==> src/rtl/shift_sequencer.sv <==
// shift_sequencer: builds a multi-position logical shift out of a
// single-position shifter. The operand is sent to the shifter once per step,
// and each answer is fed back as the next operand until the requested number
// of steps is done.
// Optional build macro: SHIFT_SEQ_STATUS_EN adds the carry and zero outputs.
module shift_sequencer #(
    parameter int WIDTH     = 16,
    parameter int AMT_W     = 4,
    parameter int SHIFT_LAT = 1
) (
    input  logic             clk,
    input  logic             rst,
    input  logic             start,
    input  logic             dir,
    input  logic [AMT_W-1:0] amount,
    input  logic [WIDTH-1:0] data_in,
    output logic             busy,
    output logic             done,
    output logic [WIDTH-1:0] result,
    output logic [WIDTH-1:0] sh_A,
    output logic             sh_Control,
`ifdef SHIFT_SEQ_STATUS_EN
    output logic             carry,
    output logic             zero,
`endif
    input  logic [WIDTH-1:0] sh_Answer
);

    // The wait counter only needs to hold SHIFT_LAT-1 and must be at least one bit wide.
    localparam int LAT_W = (SHIFT_LAT > 1) ? $clog2(SHIFT_LAT) : 1;
    localparam logic [LAT_W-1:0] WAIT_INIT = LAT_W'(SHIFT_LAT - 1);

    typedef enum logic [1:0] {
        IDLE,
        STEP,
        WAIT,
        FIN
    } state_t;

    state_t           state_q;
    logic [WIDTH-1:0] sh_a_q;
    logic [WIDTH-1:0] result_q;
    logic             ctrl_q;
    logic             busy_q;
    logic             done_q;
    logic [AMT_W-1:0] count_q;
    logic [AMT_W-1:0] count_d;
    logic [LAT_W-1:0] wait_q;

`ifdef SHIFT_SEQ_STATUS_EN
    logic             carry_q;
    logic             zero_q;
    logic             carry_step_q;
    logic             carry_step_d;
`endif

    // The remaining step count after the step now being captured.
    always_comb begin
        count_d = count_q - AMT_W'(1);
    end

`ifdef SHIFT_SEQ_STATUS_EN
    // The bit that the current single-position step pushes out of the operand.
    always_comb begin
        carry_step_d = ctrl_q ? sh_a_q[0] : sh_a_q[WIDTH-1];
    end
`endif

    // Sequencer FSM: accepts a request when idle, alternates between presenting the
    // operand and waiting for the shifter answer, then publishes the result for one cycle.
    // A start during the done cycle is dropped, so back-to-back requests begin one cycle later.
    always_ff @(posedge clk or posedge rst) begin
        if (rst) begin
            state_q  <= IDLE;
            sh_a_q   <= '0;
            result_q <= '0;
            ctrl_q   <= 1'b0;
            busy_q   <= 1'b0;
            done_q   <= 1'b0;
            count_q  <= '0;
            wait_q   <= '0;
`ifdef SHIFT_SEQ_STATUS_EN
            carry_q      <= 1'b0;
            zero_q       <= 1'b0;
            carry_step_q <= 1'b0;
`endif
        end else begin
            done_q <= 1'b0;
            case (state_q)
                IDLE: begin
                    if (start && !done_q) begin
                        sh_a_q  <= data_in;
                        ctrl_q  <= dir;
                        count_q <= amount;
                        busy_q  <= 1'b1;
`ifdef SHIFT_SEQ_STATUS_EN
                        carry_step_q <= 1'b0;
`endif
                        state_q <= (amount == '0) ? FIN : STEP;
                    end
                end
                STEP: begin
                    wait_q  <= WAIT_INIT;
                    state_q <= WAIT;
                end
                WAIT: begin
                    if (wait_q == '0) begin
                        sh_a_q  <= sh_Answer;
                        count_q <= count_d;
`ifdef SHIFT_SEQ_STATUS_EN
                        carry_step_q <= carry_step_d;
`endif
                        state_q <= (count_d == '0) ? FIN : STEP;
                    end else begin
                        wait_q <= wait_q - LAT_W'(1);
                    end
                end
                FIN: begin
                    result_q <= sh_a_q;
                    done_q   <= 1'b1;
                    busy_q   <= 1'b0;
`ifdef SHIFT_SEQ_STATUS_EN
                    carry_q <= carry_step_q;
                    zero_q  <= (sh_a_q == '0);
`endif
                    state_q <= IDLE;
                end
                default: state_q <= IDLE;
            endcase
        end
    end

    assign busy       = busy_q;
    assign done       = done_q;
    assign result     = result_q;
    assign sh_A       = sh_a_q;
    assign sh_Control = ctrl_q;
`ifdef SHIFT_SEQ_STATUS_EN
    assign carry      = carry_q;
    assign zero       = zero_q;
`endif

endmodule

==> config.mk <==
export PLATFORM = sky130hd
export DESIGN_NAME = shift_sequencer
export DESIGN_NICKNAME = d
export VERILOG_FILES = /design/src/rtl/shift_sequencer.sv
export SDC_FILE = /design/constraint.sdc
export NUM_CORES = 1
export LEC_CHECK = 0
export ABC_AREA = 0
export CAP_MARGIN = 40
export CORE_ASPECT_RATIO = 0.5
export CORE_MARGIN = 4
export CORE_UTILIZATION = 47
export DETAILED_ROUTE_END_ITERATION = 7
export PLACE_DENSITY = 0.86
export SYNTH_ARGS = -nofsm -noshare
export SYNTH_HDL_FRONTEND = slang
export SYNTH_SLANG_ARGS = --single-unit
==> constraint.sdc <==
create_clock -name clk -period 2.9 [get_ports clk]
set_clock_uncertainty 0.05 [all_clocks]
set_input_delay 0.29 -clock clk [delete_from_list [all_inputs] [get_ports clk]]
set_output_delay 0.29 -clock clk [all_outputs]
set_load 0.01 [all_outputs]
==> results of run 1 <==
==> layer usage <==
metal	wire length, um	vias up	global-route usage
met4	68	0	0.07483
met3	200	7	0.05175
met2	2294	35	0.3000
met5	0	-	0
li1	-	628	-
met1	1761	650	0.1920
==> cells by family after synthesis <==
group                      share of synthesized area
muxes                                         0.3212
DFF                                           0.5236
and+or+nand+nor                              0.04853
buffers and inverters                        0.04661
AOI/OAI and AO/OA                            0.04279
adders and majority gates                    0.01277
xor gates and xnor gates                    0.004471
==> Yosys cell counts, types with 2 or more instances <==
cell      number
buf_2          3
nand2b_1       2
dfrtp_1       41
nand2_1        5
nor3b_1        2
nand3_1        2
ha_1           2
inv_1          6
o22ai_1        2
a21oi_1        4
mux2_2        31
buf_6          3
mux2_4        18
==> final timing paths <==
check | slack [ps] | startpoint | cells past startpoint | endpoint
max in group asynchronous | 2070 | rst | 3 | result[6]$_DFFE_PP0P_
hold reg to reg | 440 | busy$_DFFE_PP0P_ | 2 | busy$_DFFE_PP0P_
min in group clk | 440 | busy$_DFFE_PP0P_ | 2 | busy$_DFFE_PP0P_
hold / removal | 380 | rst | 3 | result[0]$_DFFE_PP0P_
setup / recovery | 930 | state_q[1]$_DFFE_PP0P_ | 3 | sh_A[14]$_DFFE_PP0P_
setup reg to reg | 930 | state_q[1]$_DFFE_PP0P_ | 3 | sh_A[14]$_DFFE_PP0P_
==> registers in the layout, summed over array words and instances (netlist names) <==
| signal | cells |
|---|---|
| result | 16 |
| sh_A | 16 |
| count_q | 4 |
| state_q | 2 |
| busy | 1 |
| done | 1 |
| sh_Control | 1 |
==> layout make-up <==
cell class / count / area [sq um] / share of cell area
Inverter: 6 / 22.52 / 0.007947
Multi-Input combinational cell: 81 / 845.8 / 0.2985
Clock buffer: 7 / 86.33 / 0.03046
Clock inverter: 1 / 30.03 / 0.01060
Tap cell: 54 / 67.56 / 0.02384
Timing Repair Buffer: 76 / 755.7 / 0.2667
Sequential cell: 41 / 1026 / 0.3620
==> through the flow <==
| stage | area [sq um] | power, uW |
|---|---|---|
| floorplan | 1959 | 1985 |
| global route | 2834 | 3291 |
| global placement | 2718 | 2599 |
| detailed placement | 2718 | 2655 |
| CTS | 2834 | 3145 |
| finish | 2834 | 3104 |
==> report_power, final <==
| group | internal, uW | switching [uW] |
|---|---|---|
| Clock | 281 | 188 |
| Sequential | 869 | 221 |
| Combinational | 970 | 574 |
==> worst reg2reg max path, cell delays in order (launching register included) <==
cell and delay, ps:
dfrtp_1 510, nor2b_4 600, mux2_2 420, mux2_2 270
==> summary.txt, run 1 <==
Run status
  – Status: finished clean

Timing
  – Setup WS post-layout: 934.4 ps
  – Hold slack final: 381.6 ps
  – Max frequency: 508.8 MHz
  – Pins Over Slew Limit: 0
  – Setup tns final: 0 ps
  – RSZ-0062 raised after global routing: no
  – Pin slew with the least headroom to its limit: 807.1 ps
  – Final setup vio count: 0
  – Final hold viol count: 0
  – Final worst path period need: 1966 ps
  – Max-slew headroom: 0.4606
  – Tcrit/Tclk final: 0.6778

Global route
  – First-pass GRT wire length: 6651 um
  – Total GRT Usage: 0.1680
  – Gr ovfl total: 0
  – Vias in the first global route: 1344
  – Initial antenna violation count: 0
  – Largest net degree at the start of global routing: 42

Setup path
  – CP max stage cell: nor2b_4
  – Crit-path cells: nor2b_4 -> mux2_2 -> mux2_2
  – Crit path max fanout: 17
  – Worst Path Required: 3030 ps
  – Buffers and inverters on the worst path: 0
  – Worst setup EP type: flop
  – Critical Path AT: 2090 ps
  – Crit-path most repeated cell: mux2_2
  – Crit start category: flop
  – Largest stage delay on the critical path: 600 ps
  – CP Class: reg -> reg
  – CP delay by family, top: multiplexers

Clock network
  – Number of buffers created by CTS: 5
  – # hold bufs at CTS: 0
  – CTS H-Tree Depth: 2
  – CTS resizes: 0
  – Clock slew at reported path FFs: 70 ps
  – Clk buf depth: 2
  – Root Buffer: clkbuf_8
  – Clk sinks: 41
  – Setup repair bufs after CTS: 0
  – CTS tree: built
  – Clock Latency Late Sink: 290 ps

Drt
  – TritonRoute pass-1 iters: 4
  – Via count: 1320
  – Post-Route WL: 4324 um
  – DRC Markers: 0
  – DR vias/cell: 4.962
  – DRT antenna net count: 0
  – Iter 0 DRT Violations: 57
  – Routed len/inst: 16.26 um

Synthesis
  – Mean area per synthesized cell: 14.51 sq um
  – Synthesized net count: 177
  – Register area share after synthesis: 0.5236
  – Cells taking the most area after synthesis: dfrtp_1 52%, mux2_2 18%, mux2_4 14%
  – Number of synthesized flops with an enable pin: 0
  – Netlist cell types: 27
  – Post-synth top flop: dfrtp_1
  – Post-synthesis async set-or-reset flop share: 1.000
  – Synth Instances: 135
  – Flops & latches, synth: 41
  – Synth warnings: 0
  – Yosys top cell by area: dfrtp_1
  – Share of the synthesized area in the top cell type: 0.5236
  – Syn Std Cell Area: 1959 sq um

Place
  – GP Congestion: 0.8135
  – DP Worst Slack: 961.2 ps
  – Placed Cells: 258
  – Port bufs: 74
  – Detailed Place HPWL: 3159 um

Run
  – Number of max-cap violations: 0

Pwr
  – Pwr dens: 1095 nW/um^2
  – Maximum vdd drop: 0.0006205 V
  – Leakage: 0.001193 uW

Layout
  – Syn-to-layout area delta: 44.64%
  – Commonest non-fill, non-tap cells in the layout: 74 x clkdlybuf4s50_1, 41 x dfrtp_1, 31 x mux2_2, 18 x mux2_4
  – Number of fill cells: 275
  – Diodes inserted: 0
  – Post-Route Utilization: 0.7150
  – Final #Nets: 253
  – Share of cells above drive strength 1: 0.2877
  – Most common cell after layout, fill and taps aside: clkdlybuf4s50_1
  – Non-Filler Instances: 266

Die
  – Core Area: 3964 sq um
  – Die Ht: 53.66 um
  – Die area: 5328 sq um
  – Initial Utilization: 0.4943
  – Die width: 99.31 um
  – Ports: 75
  – # rows: 16

Min path
  – Hold Path Class: in -> async
Note: power is estimated with default switching activity, not from simulation.
==> run 2: changes to the inputs <==
--- a/config.mk
+++ b/config.mk
@@ -9,9 +9,9 @@
 export CAP_MARGIN = 40
 export CORE_ASPECT_RATIO = 0.5
 export CORE_MARGIN = 4
-export CORE_UTILIZATION = 47
+export CORE_UTILIZATION = 39
 export DETAILED_ROUTE_END_ITERATION = 7
-export PLACE_DENSITY = 0.86
+export PLACE_DENSITY = 0.76
 export SYNTH_ARGS = -nofsm -noshare
 export SYNTH_HDL_FRONTEND = slang
 export SYNTH_SLANG_ARGS = --single-unit
==> constraint.sdc (replaced) <==
create_clock -name clk -period 1.6 [get_ports clk]
set_clock_uncertainty 0.05 [all_clocks]
set_input_delay 0.16 -clock clk [delete_from_list [all_inputs] [get_ports clk]]
set_output_delay 0.16 -clock clk [all_outputs]
set_load 0.01 [all_outputs]
==> run 2 against run 1 <==
First-iteration DRC count decreased by 8.8%. Sequential share of layout area decreased by 2.0 points. Wire length increased by 11%. Clock-buffer cell count decreased by 1. Fmax increased by 25%. Global-route usage decreased by 1.1 points. Sequential power increased by 80%. Non-clock buffer count increased by 12. Hold slack got worse by 210 ps. Combinational power increased by 110%. Register-to-register slack got worse by 910 ps. Highest routed layer unchanged.
==> summary.txt, run 2 (same netlist as run 1, synthesis figures left out) <==
Timing
  – Final setup vio count: 0 (unchanged)
  – Pin slew with the least headroom to its limit: 258.7 ps (-548.4 ps)
  – Pins Over Slew Limit: 0 (unchanged)
  – Tcrit/Tclk final: 0.9821 (+0.3043)
  – Max frequency: 636.4 MHz (+25%)
  – Hold slack final: 175.9 ps (-205.7 ps)
  – Max-slew headroom: 0.8259 (+0.3653)
  – Final hold viol count: 0 (unchanged)
  – RSZ-0062 raised after global routing: yes
  – Final worst path period need: 1571 ps (-394.3 ps)

Pwr
  – Sequential power share: 0.334 (-0.017)
  – P_int: 3927 uW (+85%)
  – Pwr dens: 1949 nW/um^2 (+78%)
  – Gate power share: 0.554 (+0.056)
  – Leakage: 0.001294 uW (+8.5%)
  – Maximum vdd drop: 0.0007849 V (+27%)
  – Switching share of power: 0.3291 (+0.01220)
  – Clock Power Share: 0.112 (-0.039)
  – Net Switching: 1926 uW (+96%)

Clock network
  – # hold bufs at CTS: 0 (unchanged)
  – CTS H-Tree Depth: 2 (unchanged)
  – Clk buf depth: 2 (unchanged)
  – Clk sinks: 41 (unchanged)
  – Root Buffer: clkbuf_8
  – Clock slew at reported path FFs: 80 ps (about the same)
  – Number of buffers created by CTS: 5 (unchanged)
  – Clock Latency Late Sink: 290 ps (about the same)
  – CTS tree: built

Global route
  – Total GRT Usage: 0.1567 (-0.01123)
  – First-pass GRT wire length: 7541 um (+13%)
  – Met1 Usage GRT: 0.1855 (-0.006531)
  – Largest net degree at the start of global routing: 42 (unchanged)
  – M2 GR Usage: 0.2756 (-0.02438)
  – Gr ovfl total: 0 (unchanged)
  – Most Used Layer, Global Route: met2
  – GR Layer Usage met3: 0.03671 (-0.01504)
  – Vias in the first global route: 1483 (+10%)
  – Initial antenna violation count: 0 (unchanged)

Drt
  – DR vias/cell: 4.876 (-1.7%)
  – DRC Markers: 0 (unchanged)
  – Iter 0 DRT Violations: 52 (-8.8%)
  – DRT antenna net count: 0 (unchanged)
  – Post-Route WL: 4806 um (+11%)
  – Via count: 1414 (+7.1%)
  – TritonRoute pass-1 iters: 4 (unchanged)
  – Routed len/inst: 16.57 um (+1.9%)

Setup path
  – CP Class: reg -> reg
  – Crit path max fanout: 6 (-11)
  – Critical Path AT: 1700 ps (-390 ps)
  – Crit start category: flop
  – R2R setup slack: 30 ps (-910 ps)
  – Worst Path Required: 1730 ps (-1300 ps)
  – Worst setup EP type: flop

Place
  – GP Congestion: 0.8770 (+7.8%)
  – Port bufs: 74 (unchanged)
  – Detailed Place HPWL: 3705 um (+17%)
  – Placed Area: 2853 sq um (+5.0%)

Run status
  – Status: finished clean

Min path
  – Hold Path Class: in -> async

Layout
  – Number of fill cells: 343 (+25%)
  – Share of cells above drive strength 1: 0.3259 (+0.03816)
  – Syn-to-layout area delta: 53.26%
  – Reg area: 1026 sq um (unchanged)
  – Fin area: 3003 sq um (+6.0%)
  – Area of the multi-input gates: 894.6 sq um (+5.8%)
  – Most common cell after layout, fill and taps aside: clkdlybuf4s50_1
  – Final #Nets: 265 (+4.7%)
  – Commonest non-fill, non-tap cells in the layout: 74 x clkdlybuf4s50_1, 41 x dfrtp_1, 29 x mux2_4, 20 x mux2_2, 8 x buf_4
  – Diodes inserted: 0 (unchanged)

Die
  – Die width: 108.2 um (+9.0%)
  – Initial Utilization: 0.4245 (-0.06981)
  – Die Ht: 58.12 um (+8.3%)
  – Ports: 75 (unchanged)
  – Core Area: 4616 sq um (+16%)
  – # rows: 17 (+1)
  – Die area: 6291 sq um (+18%)

Run
  – Number of max-cap violations: 0 (unchanged)
==> run 2: cell types whose count changed in the layout (fill, tap and decap cells not counted), sizes merged <==
cell	before	now
buf	2	14
clkinv	0	2
bufinv	1	0
clkbuf	7	6
==> run 2: power groups by stage <==
stage | clock network (uW) | registers, uW | logic (uW)
after floorplan | 0 | 2100 | 1500
after global placement | 0 | 1930 | 3030
after detailed placement | 0 | 1960 | 3120
after CTS | 678 | 1960 | 3140
after global routing | 720 | 2030 | 3430
final | 657 | 1960 | 3240
==> run 2: final cells by class <==
type,count,share of cell area
Clock buffer,6,0.02417
Timing Repair Buffer,88,0.2979
Sequential cell,41,0.3417
Multi-Input combinational cell,81,0.2979
Inverter,6,0.007500
Clock inverter,2,0.003333
Tap cell,66,0.02750
==> run 2: critical path: stages (launching register included) <==
cell and delay, ps:
dfrtp_1 390, nor2b_4 290, buf_12 170, mux2_4 300
mux2_2 260
==> run 2: path summary, 6_finish.rpt <==
path | startpoint | endpoint | depth (start not counted)
max in group asynchronous | rst | count_q[0]$_DFFE_PP0P_ | 3
max | state_q[1]$_DFFE_PP0P_ | sh_A[12]$_DFFE_PP0P_ | 4
min reg2reg | result[8]$_DFFE_PP0P_ | result[8]$_DFFE_PP0P_ | 1
min | rst | result[8]$_DFFE_PP0P_ | 3
max reg2reg | state_q[1]$_DFFE_PP0P_ | sh_A[12]$_DFFE_PP0P_ | 4
min in group clk | result[8]$_DFFE_PP0P_ | result[8]$_DFFE_PP0P_ | 1
==> run 2: metrics by stage <==
step           TNS, ps  setup WS, ps  total power, uW  instances    util
6_report             0         28.69             5853        290  0.6506
3_5_place_dp     -1154        -118.7             5086        281  0.6181
5_1_grt         -74.30        -29.37             6179        290  0.6506
3_3_place_gp    -657.2        -72.34             4963        281  0.6181
2_1_floorplan        0         32.76             3597        135       -
4_1_cts              0         8.205             5769        289  0.6359
==> run 2: routing by layer <==
metal	share of wire	wire length (um)	up-vias
met5	0	0	-
met4	0.027	131	0
met3	0.035	167	16
met2	0.52	2506	35
met1	0.42	1999	706
li1	-	-	657
==> run 2: what timing repair did <==
action                     in CTS  in global routing
resized for setup               0                 15
buffers inserted                0                  1
setup endpoints to repair       0                 15
